[config.mk]
export PLATFORM = sky130hd
export DESIGN_NAME = cusp_filter_param_flat
export DESIGN_NICKNAME = d
export VERILOG_FILES = /design/src/rtl/cusp_filter_param_if.sv /design/src/rtl/cusp_filter_param.sv /design/src/flat_wrapper.sv
export SDC_FILE = /design/constraint.sdc
export NUM_CORES = 1
export LEC_CHECK = 0
export BUFFER_PORTS_ARGS = -buffer_cell sky130_fd_sc_hd__buf_2
export CORE_MARGIN = 3
export CORE_UTILIZATION = 36
export DETAILED_ROUTE_END_ITERATION = 10
export PLACE_DENSITY = 0.64
export SLEW_MARGIN = 25
export SYNTH_ARGS = -nofsm -noshare
export SYNTH_HDL_FRONTEND = slang
export SYNTH_SLANG_ARGS = --single-unit
[constraint.sdc]
create_clock -name clk -period 5.4 [get_ports clk]
set_clock_uncertainty 0.15 [all_clocks]
set_input_delay 0.27 -clock clk [delete_from_list [all_inputs] [get_ports clk]]
set_output_delay 0.27 -clock clk [all_outputs]
set_load 0.01 [all_outputs]
[src/rtl/cusp_filter_param_if.sv]
// Sample/result bundle for the cusp shaping filter.
// master = sample source and result sink, slave = filter.
interface cusp_filter_param_if #(
  parameter int ADC_W = 12,
  parameter int OUT_W = 16
);
  logic             input_valid;
  logic [ADC_W-1:0] input_data;
  logic             output_valid;
  logic [OUT_W-1:0] output_data;
  logic             overflow;
  logic             primed;

  modport master (
    output input_valid,
    output input_data,
    input  output_valid,
    input  output_data,
    input  overflow,
    input  primed
  );

  modport slave (
    input  input_valid,
    input  input_data,
    output output_valid,
    output output_data,
    output overflow,
    output primed
  );
endinterface

[src/rtl/cusp_filter_param.sv]
// Parametrised cusp-like shaping filter, one ADC channel.
// 4-clock pipeline: t -> p -> q/s -> saturated y.
module cusp_filter_param #(
  parameter int ADC_W = 12,
  parameter int OUT_W = 16,
  parameter int ACC_W = 40,
  parameter int L     = 5,
  parameter int K     = 11,
  parameter int M1    = 16,
  parameter int M2    = 1,
  parameter int SHIFT = 4
) (
  input logic clk,
  input logic reset,
  input logic clear,
  cusp_filter_param_if.slave bus
);

  if (L < 1 || L >= K || K > 64 || ACC_W <= OUT_W) begin : g_bad_param
    $error("cusp_filter_param: illegal L/K/ACC_W");
  end

  localparam int D = (K > L + 1) ? K : L + 1;

  typedef logic signed [ACC_W-1:0] acc_t;
  typedef enum logic {EMPTY, RUN} state_t;

  localparam acc_t K_A  = acc_t'(K);
  localparam acc_t M1_A = acc_t'(M1);
  localparam acc_t M2_A = acc_t'(M2);

  state_t state, state_nx;

  logic [ADC_W-1:0] taps [D];
  acc_t t_r, p_r, q_r, s_r;
  acc_t t_nx, q_nx, sh;
  logic [2:0] vld;
  logic kill, accept;
  logic pos_ovf, neg_ovf;
  logic [OUT_W-1:0] y_nx;
  logic [OUT_W-1:0] out_r;
  logic out_vld_r;
  logic ovf_r;

  function automatic acc_t zx(input logic [ADC_W-1:0] x);
    zx = acc_t'({{(ACC_W-ADC_W){1'b0}}, x});
  endfunction

  assign kill   = reset | clear;
  assign accept = bus.input_valid & ~kill;

  // next state: the first accepted sample primes the filter
  always_comb begin
    state_nx = state;
    if (accept) state_nx = RUN;
  end

  // state register
  always_ff @(posedge clk) begin
    if (kill) state <= EMPTY;
    else      state <= state_nx;
  end

  // delay line: baseline fills every tap, later samples shift in
  always_ff @(posedge clk) begin
    if (kill) begin
      for (int i = 0; i < D; i++) taps[i] <= '0;
    end else if (accept) begin
      if (state == EMPTY) begin
        for (int i = 0; i < D; i++) taps[i] <= bus.input_data;
      end else begin
        taps[0] <= bus.input_data;
        for (int i = 1; i < D; i++) taps[i] <= taps[i-1];
      end
    end
  end

  // taps[i] holds v(n-1-i); baseline sample sees all taps equal -> t=0
  always_comb begin
    t_nx = '0;
    if (state == RUN) begin
      t_nx = zx(bus.input_data) - zx(taps[K-1])
           - K_A * (zx(taps[L-1]) - zx(taps[L]));
    end
  end

  // second integrator and floor shift with clamp to OUT_W
  always_comb begin
    q_nx    = q_r + M2_A * p_r;
    sh      = s_r >>> SHIFT;
    pos_ovf = ~sh[ACC_W-1] & (|sh[ACC_W-2:OUT_W-1]);
    neg_ovf = sh[ACC_W-1] & ~(&sh[ACC_W-2:OUT_W-1]);
    y_nx    = sh[OUT_W-1:0];
    if (pos_ovf)      y_nx = {1'b0, {(OUT_W-1){1'b1}}};
    else if (neg_ovf) y_nx = {1'b1, {(OUT_W-1){1'b0}}};
  end

  // datapath pipeline; accumulators move only for valid slots
  always_ff @(posedge clk) begin
    if (kill) begin
      t_r       <= '0;
      p_r       <= '0;
      q_r       <= '0;
      s_r       <= '0;
      vld       <= '0;
      out_r     <= '0;
      out_vld_r <= 1'b0;
    end else begin
      vld       <= {vld[1:0], accept};
      out_vld_r <= vld[2];
      if (accept) t_r <= t_nx;
      if (vld[0]) p_r <= p_r + t_r;
      if (vld[1]) begin
        q_r <= q_nx;
        s_r <= s_r + q_nx + M1_A * p_r;
      end
      if (vld[2]) out_r <= y_nx;
    end
  end

  // sticky saturation flag survives clear
  always_ff @(posedge clk) begin
    if (reset)
      ovf_r <= 1'b0;
    else if (!clear && vld[2] && (pos_ovf || neg_ovf))
      ovf_r <= 1'b1;
  end

  assign bus.output_valid = out_vld_r;
  assign bus.output_data  = out_r;
  assign bus.overflow     = ovf_r;
  assign bus.primed       = (state == RUN);

endmodule

[src/flat_wrapper.sv]
// flat-port wrapper written by rule: the top's interface ports become plain ports
module cusp_filter_param_flat 
#(
  parameter int ADC_W = 12,
  parameter int OUT_W = 16,
  parameter int ACC_W = 40,
  parameter int L     = 5,
  parameter int K     = 11,
  parameter int M1    = 16,
  parameter int M2    = 1,
  parameter int SHIFT = 4
)
  (clk, reset, clear, bus_input_valid, bus_input_data, bus_output_valid, bus_output_data, bus_overflow, bus_primed);
  cusp_filter_param_if #(.ADC_W(ADC_W), .OUT_W(OUT_W)) bus_i ();
  input logic clk;
  input logic reset;
  input logic clear;
  input wire logic [$bits(bus_i.input_valid)-1:0] bus_input_valid;
  input wire logic [$bits(bus_i.input_data)-1:0] bus_input_data;
  output wire logic [$bits(bus_i.output_valid)-1:0] bus_output_valid;
  output wire logic [$bits(bus_i.output_data)-1:0] bus_output_data;
  output wire logic [$bits(bus_i.overflow)-1:0] bus_overflow;
  output wire logic [$bits(bus_i.primed)-1:0] bus_primed;
  assign bus_i.input_valid = bus_input_valid;
  assign bus_i.input_data = bus_input_data;
  assign bus_output_valid = bus_i.output_valid;
  assign bus_output_data = bus_i.output_data;
  assign bus_overflow = bus_i.overflow;
  assign bus_primed = bus_i.primed;
  cusp_filter_param #(.ADC_W(ADC_W), .OUT_W(OUT_W), .ACC_W(ACC_W), .L(L), .K(K), .M1(M1), .M2(M2), .SHIFT(SHIFT)) u_core (.clk(clk), .reset(reset), .clear(clear), .bus(bus_i));
endmodule
### Word level (Yosys, flattened, before mapping)

Memories as Yosys holds them, arrays and structs flattened.
Index checks and enable logic that the tools add are counted.

* $add $sub $neg: 7
* multipliers: 1
* mux-type cells: 35
* bitwise gates (word level): 29
* reductions and logical operators: 6

Operators with widths (number)
* 12-bit two-way mux: 22
* 40-bit adder: 4
* 5-bit by 40-bit multiplier with 40-bit output, first input constant: 1
* 40-bit two-way mux: 1
* 40-bit subtractor: 1
* 16-bit two-way mux: 2
* 12-bit by 12-bit subtractor with 13-bit output: 2
* 1-bit OR: 23
* 21-bit AND reduction: 1
* 21-bit OR reduction: 1
* 1-bit two-way mux: 10
* 1-bit AND: 3
* 1-bit NOT: 3
* 1-bit logical AND: 2
* 1-bit logical NOT: 1
* 1-bit logical OR: 1

* register bits after elaboration: 182
* memory bits (writable): 132
* input bits: 16
* output and inout port bits: 19
* memories: 1

Memory list
* u_core.taps: words 11, width 12, read ports 11, clocked after Yosys merged registers in 0, write ports 11, RTL line cusp_filter_param.sv:34 `logic [ADC_W-1:0] taps [D];`

### Longest topological paths before layout

Gate-level depths: netlist of the first run.

* word-level depth: 8
* gate-level depth with buffers: 28

### Least setup slack after synthesis of the first run

No wires, ideal clock.

* path type: reg-to-reg
* from: memory u_core.taps[5][0]
* to: register u_core.t_r[19]
* setup time: 0.058 ns
* data arrival time: 5.585 ns
* setup slack: -0.393 ns
* stages on the path, launching flop included: 28
* path buffers: 1
* cell sequence: edfxtp_1 > ha_1 > fa_1 > nor2b_1 > o21ai_0 > a21boi_1 > o21ai_0 > a21boi_1 > o21ai_0 > a21boi_1 > o21ai_0 > a21boi_1 > o21ai_0 > nor2b_1 > ha_1 > ha_1 > inv_1 > fa_1 > fa_1 > ha_1 > a21o_1 > a21o_1 > a21oi_1 > o21a_1 > a31oi_1 > a21oi_1 > clkbuf_1 > a21o_1

RTL lines
* start, declared: RTL line cusp_filter_param.sv:34
* end signal, assigned: RTL line cusp_filter_param.sv:111 `if (accept) t_r <= t_nx;`
* end, declared: RTL line cusp_filter_param.sv:35 `acc_t t_r, p_r, q_r, s_r;`

==> results.cfg, run 1 <==
[floorplan]
die_area_mm2 = 0.0625
core_area_mm2 = 0.0582
pin_count = 35
fp.dieW_um = 250
initial_utilization_pct = 36.8
die_h_um = 250
rows = 88

[critical_path]
ff2ff_path_depth = 27
path_max_fanout = 6
worst_ep_required_time_ps = 5670
crit_path_end_kind = flop
cp.arrival_ps = 5840
cp-start-kind = flop
path_class = flop to flop

[global_route]
grt_usage_pct = 16.2
antenna_found_initial = 0
grt_pass1_vias = 17375
grt-ovfl-total = 0
grt_max_degree = 95
grt_pass1_wl_mm = 85.4

[sta]
hold_slack_ps = 32.6
setup_violations = 28
setup_tns_ps = -2780
rsz0062_at_grt = yes
max_slew_margin_pct = 36.7
finalHoldViolCount = 0
fin_crit_sh_pct = 103
fmax_mhz = 180
period_minus_slack_ps = 5560
worst_slew_pin_slew_ps = 949
slew_viol_final = 0
fin_ws_ps = -161

[cts]
cts-root-buf = clkbuf_16
cts_buffer_depth = 3
cts.sinks = 314
worstSkewPairLatency_ps = 550
cts_tree = built
htree_levels = 2
cts.reportedPaths.clkPinSlew_ps = 60
cts_made_buffers = 38

[detailed_routing]
ant_nets = 0
drt_first_pass_iters = 5
drt_first_iter_violations = 960
num_vias = 17363
drc_errors = 0
wirelength_mm = 53.0
wl_per_cell_um = 15.5
avgViaCountPerCell = 5.07

[status]
status = finished, violations left
failed_checks = setup timing

[logic_synthesis]
yosysTopAreaCellShare_pct = 18.5
syn_avg_cell_area_um2 = 8.76
synth-async-reset-ratio_pct = 0
yosysMostFrequentCell = inv_1
yosysSeqAreaShare_pct = 35.5
synthCells = 2446
synth_commonest_cells = 298 x inv_1, 270 x a21oi_1, 251 x nand2_1, 185 x ha_1, 182 x dfxtp_1
yosysUniqueCellTypes = 71
synth_fp_nets = 2709
yosysWarnings = 0
synth_area_mm2 = 0.0214
synthFlopType = dfxtp_1
synth_edf_count = 132
ys_ff_latch = 314
synthTopCellsByArea = edfxtp_1 19%, dfxtp_1 17%, ha_1 11%, a21oi_1 6.3%, fa_1 5.8%
yosysTopAreaCell = edfxtp_1

[power]
cellPowerDensity_mw_per_mm2 = 466
p_leak_nw = 11.7
peakVddDrop_v = 0.000673
p_total_w = 0.0122

[placement]
dp_hpwl_mm = 37.0
port_buffers = 34
routabilityCongestion = 0.923
place_ws_ps = -328

[min_path]
hold_depth = 3
min_path_type = primary input to flop

[layout]
ff_latch_area_mm2 = 0.00762
final_layout_size_suffix_gt1_share_pct = 17.9
multi_input_area_mm2 = 0.0133
fillers = 5428
nNetsFinal = 2891
syn_to_final_growth_pct = 22.2
n_antenna_cell = 0

[flow_run]
drv_cap = 0
registers in the layout, summed over array words and instances, names as in the netlist:
| register | flops |
|---|---|
| u_core.vld | 3 |
| u_core.s_r | 40 |
| u_core.taps | 132 |
| u_core.bus.overflow | 1 |
| u_core.t_r | 40 |
| u_core.q_r | 40 |
| u_core.bus.primed | 1 |
| u_core.p_r | 40 |
| u_core.bus.output_valid | 1 |
| u_core.bus.output_data | 16 |
what timing repair did:
action | 4_1_cts | 5_1_grt
pin swaps | 40 | 126
resized for setup | 82 | 141
endpoints found under the hold margin | 20 | 0
gates cloned | 2 | 0
setup endpoints to repair | 34 | 47
hold buffers | 12 | 0
buffers inserted | 17 | 27
logic make-up (layout without fill, tap and decap cells):
group                      Yosys count  count (layout)  share of synthesized area [%]
AOI/OAI and AO/OA                  657             657                           18.8
xor gates and xnor gates           124             124                           5.07
adders and majority gates          247             247                           16.6
buffers and inverters              399             610                           6.99
DFF                                314             314                           35.5
muxes                               74              74                           3.46
and+or+nand+nor                    631             631                           13.5
layout make-up:
cell class                      count  area share [%]
Clock buffer                       57            4.55
Multi-Input combinational cell   1733            51.0
Timing Repair Buffer              243            6.96
Inverter                          298            4.28
Clock inverter                     12           0.497
Tap cell                          765            3.66
Sequential cell                   314            29.1
per-stage QoR:
step | utilization, % | std cells | cell area [µm²]
global placement | 40.2 | 3298 | 23400
detailed placement | 40.2 | 3298 | 23400
floorplan | - | 2446 | 21500
CTS | 43.5 | 3398 | 25300
finish | 45.0 | 3422 | 26200
global route | 45.0 | 3422 | 26200
power breakdown:
group / switching (W) / internal (W)
clock network: 0.00105 / 0.00163
registers: 0.0000421 / 0.00255
logic: 0.00329 / 0.00364
critical path, cell delays in order, from the launching register on:
cell      delay (ps)
edfxtp_1         430
ha_4             200
fa_2             360
nor2b_2          140
o21ai_2           80
a21boi_2         160
o21ai_2           80
a21boi_2         170
o21ai_2           90
a21boi_2         180
o21ai_2           90
a21boi_2         190
buf_4            150
nor2_4            50
ha_4             230
ha_4             260
inv_2             30
fa_1             500
inv_2             40
fa_1             520
inv_2             50
ha_4             280
o21a_1           120
o31a_1           240
o21ai_2           90
o211ai_1         280
buf_4            220
nand2_1           60
final timing paths:
kind                      from                 end  slack, ps
max          u_core.taps[5][0]      u_core.t_r[36]       -160
min          bus_input_data[9]  u_core.taps[10][9]         30
max reg2reg  u_core.taps[5][0]      u_core.t_r[36]       -160
min reg2reg     u_core.t_r[13]      u_core.t_r[13]        310
layout by cell type, fill, tap and decap left out, drive strengths merged, types with 17 or more instances in the layout:
cell / synthesis / final
xnor2: 70 / 70
buf: 4 / 231
o21a: 21 / 21
a21oi: 271 / 271
mux2i: 73 / 73
nor2: 155 / 155
nor2b: 17 / 17
fa: 62 / 62
nand3: 31 / 31
dfxtp: 182 / 182
edfxtp: 132 / 132
clkbuf: 97 / 57
nand2b: 44 / 44
and2: 25 / 25
ha: 185 / 185
xor2: 54 / 54
o21ai: 125 / 125
nor3: 20 / 20
nand2: 251 / 251
o21bai: 21 / 21
inv: 298 / 300
nand4: 18 / 18
and3: 27 / 27
a21o: 104 / 104
metal layers:
layer	up-vias	share of wire, %	wire, µm	GRT usage (%)
met5	-	0	0	0
met4	0	2.5	1310	4.71
met3	95	3.7	1950	1.99
met2	306	48	25400	27.9
met1	8190	46	24400	21.5
li1	8772	-	-	-
Power figures use the tool's default switching activity.
==> run 2: changes to the inputs <==
- CORE_ASPECT_RATIO: unset -> 0.7
- GPL_ROUTABILITY_DRIVEN: unset -> 0
==> run 2 against run 1 <==
  * The run still ends with setup timing left
  * Critical path depth unchanged
  * Total power down 3.5%
  * Register-to-register slack worse by 110 ps
  * Sequential share of layout area down 0.30 points
  * Maximum frequency down 1.9%
  * Non-clock buffer count up 21
  * Sequential power about the same
  * Largest power group unchanged
==> results.cfg, run 2 (same netlist as run 1, synthesis figures left out) <==
[status]
status = finished, violations left
failed_checks = setup timing

[cts]
cts.reportedPaths.clkPinSlew_ps = 70
cts_buffer_depth = 3
worstSkewPairLatency_ps = 570
cts.sinks = 314
cts_tree = built
htree_levels = 2
cts_made_buffers = 35
cts-root-buf = clkbuf_16

[global_route]
grt_pass1_wl_mm = 84.5
grt_usage_pct = 16.1
grt_max_degree = 122
grt_pass1_vias = 16804
grt-ovfl-total = 0
antenna_found_initial = 1

[sta]
finalHoldViolCount = 0
worst_slew_pin_slew_ps = 930
setup_violations = 29
rsz0062_at_grt = yes
fin_crit_sh_pct = 105
max_slew_margin_pct = 38.0
fmax_mhz = 176
period_minus_slack_ps = 5670
fin_ws_ps = -270
slew_viol_final = 0

[critical_path]
crit_start = u_core.taps[4][1]
path_class = flop to flop
crit_path_end_kind = flop
cp.arrival_ps = 5960
path_max_fanout = 6
cp-start-kind = flop
worst_ep_required_time_ps = 5690
reg2reg_from = u_core.taps[4][1]

[min_path]
min_path_type = primary input to flop
hold_start = bus_input_valid

[floorplan]
pin_count = 35
die_area_mm2 = 0.0625
rows = 74
fp.dieW_um = 298
initial_utilization_pct = 36.6
die_h_um = 210
core_area_mm2 = 0.0586

[layout]
n_antenna_cell = 0
finalInstanceArea_mm2 = 0.0265
layout_commonest_cell = inv_1
final_layout_size_suffix_gt1_share_pct = 19.3
mostFrequentLayoutCells = 272 x inv_1, 249 x a21oi_1, 239 x nand2_1
largest_register_ffs = 132
fillers = 5494
top_register = u_core.taps
nNetsFinal = 2909
syn_to_final_growth_pct = 23.7
fin_cells = 3471

[detailed_routing]
wirelength_mm = 53.4
num_vias = 17790
drt_first_iter_violations = 1394
ant_nets = 0
avgViaCountPerCell = 5.13
drc_errors = 0
drt_first_pass_iters = 6
wl_per_cell_um = 15.4

[power]
p_leak_nw = 11.8
cellPowerDensity_mw_per_mm2 = 444
peakVddDrop_v = 0.00107

[placement]
dpl_cell_area_mm2 = 0.0235
port_buffers = 34
dp_hpwl_mm = 36.7
placedCellCount = 3333

[flow_run]
drv_cap = 0
-- run 2: path summary, 6_finish.rpt --
path / endpoint / slack (ps) / cells after the start
max: u_core.t_r[27] / -270 / 27
min reg2reg: u_core.t_r[21] / 310 / 1
max reg2reg: u_core.t_r[27] / -270 / 27
min: u_core.bus.primed / 60 / 3
-- run 2: worst max-delay path, cell delays in order, from the launching register on --
cell	delay, ps
edfxtp_1	430
ha_1	320
nor2b_4	130
o21ai_2	170
a21boi_2	80
o21ai_1	140
nand2b_1	90
a21o_1	200
a21oi_4	170
o21ai_2	80
a21oi_2	210
o21ai_1	110
xor2_1	260
buf_4	190
ha_4	220
ha_4	160
fa_2	530
inv_2	40
fa_2	540
ha_4	130
a21o_1	150
a21o_1	180
a21oi_4	80
o21a_1	140
a31oi_4	200
a21oi_4	110
buf_6	160
a21o_1	150
-- run 2: final cells by class --
type | count | area, µm² | area share [%]
flip-flops and latches | 314 | 7630 | 28.8
multi-input cells | 1733 | 13400 | 50.7
inverters | 298 | 1120 | 4.24
clock inverters | 18 | 282 | 1.06
clock buffers | 46 | 988 | 3.73
well taps | 798 | 998 | 3.77
repair buffers | 264 | 2040 | 7.68
-- run 2: metal layers --
layer  track usage (%)  vias up  wire [µm]
met3              2.54       71       2500
met5                 0        -          0
met1              23.2     8549      25700
li1                  -     8821          -
met4              4.20        0       1090
met2              25.2      349      24200
-- run 2: metrics by stage --
| stage | hold WS, ps | setup WS (ps) | TNS, ps | utilization, % | power (W) |
|---|---|---|---|---|---|
| after global placement | 298 | -235 | -6000 | 40.1 | 0.00654 |
| after CTS | 42.5 | -404 | -10430 | 43.2 | 0.00983 |
| final | 62.3 | -270 | -5470 | 45.2 | 0.0118 |
| after detailed placement | 297 | -447 | -9980 | 40.1 | 0.00666 |
| after global routing | 78.1 | -503 | -13080 | 45.2 | 0.0125 |
| after floorplan | 192 | 11.7 | 0 | - | 0.00538 |
-- run 2: timing repair --
item,CTS,global route
resized for setup,47,216
pin swaps,40,163
cloned,2,0
setup endpoints to repair,36,50
hold buffers,14,0
buffers inserted,29,30
endpoints found under the hold margin,25,0
-- run 2: report_power, final --
part           switching, W  internal, W
Combinational       0.00305      0.00346
Clock               0.00107      0.00159
Sequential        0.0000398      0.00255
Total               0.00417      0.00761
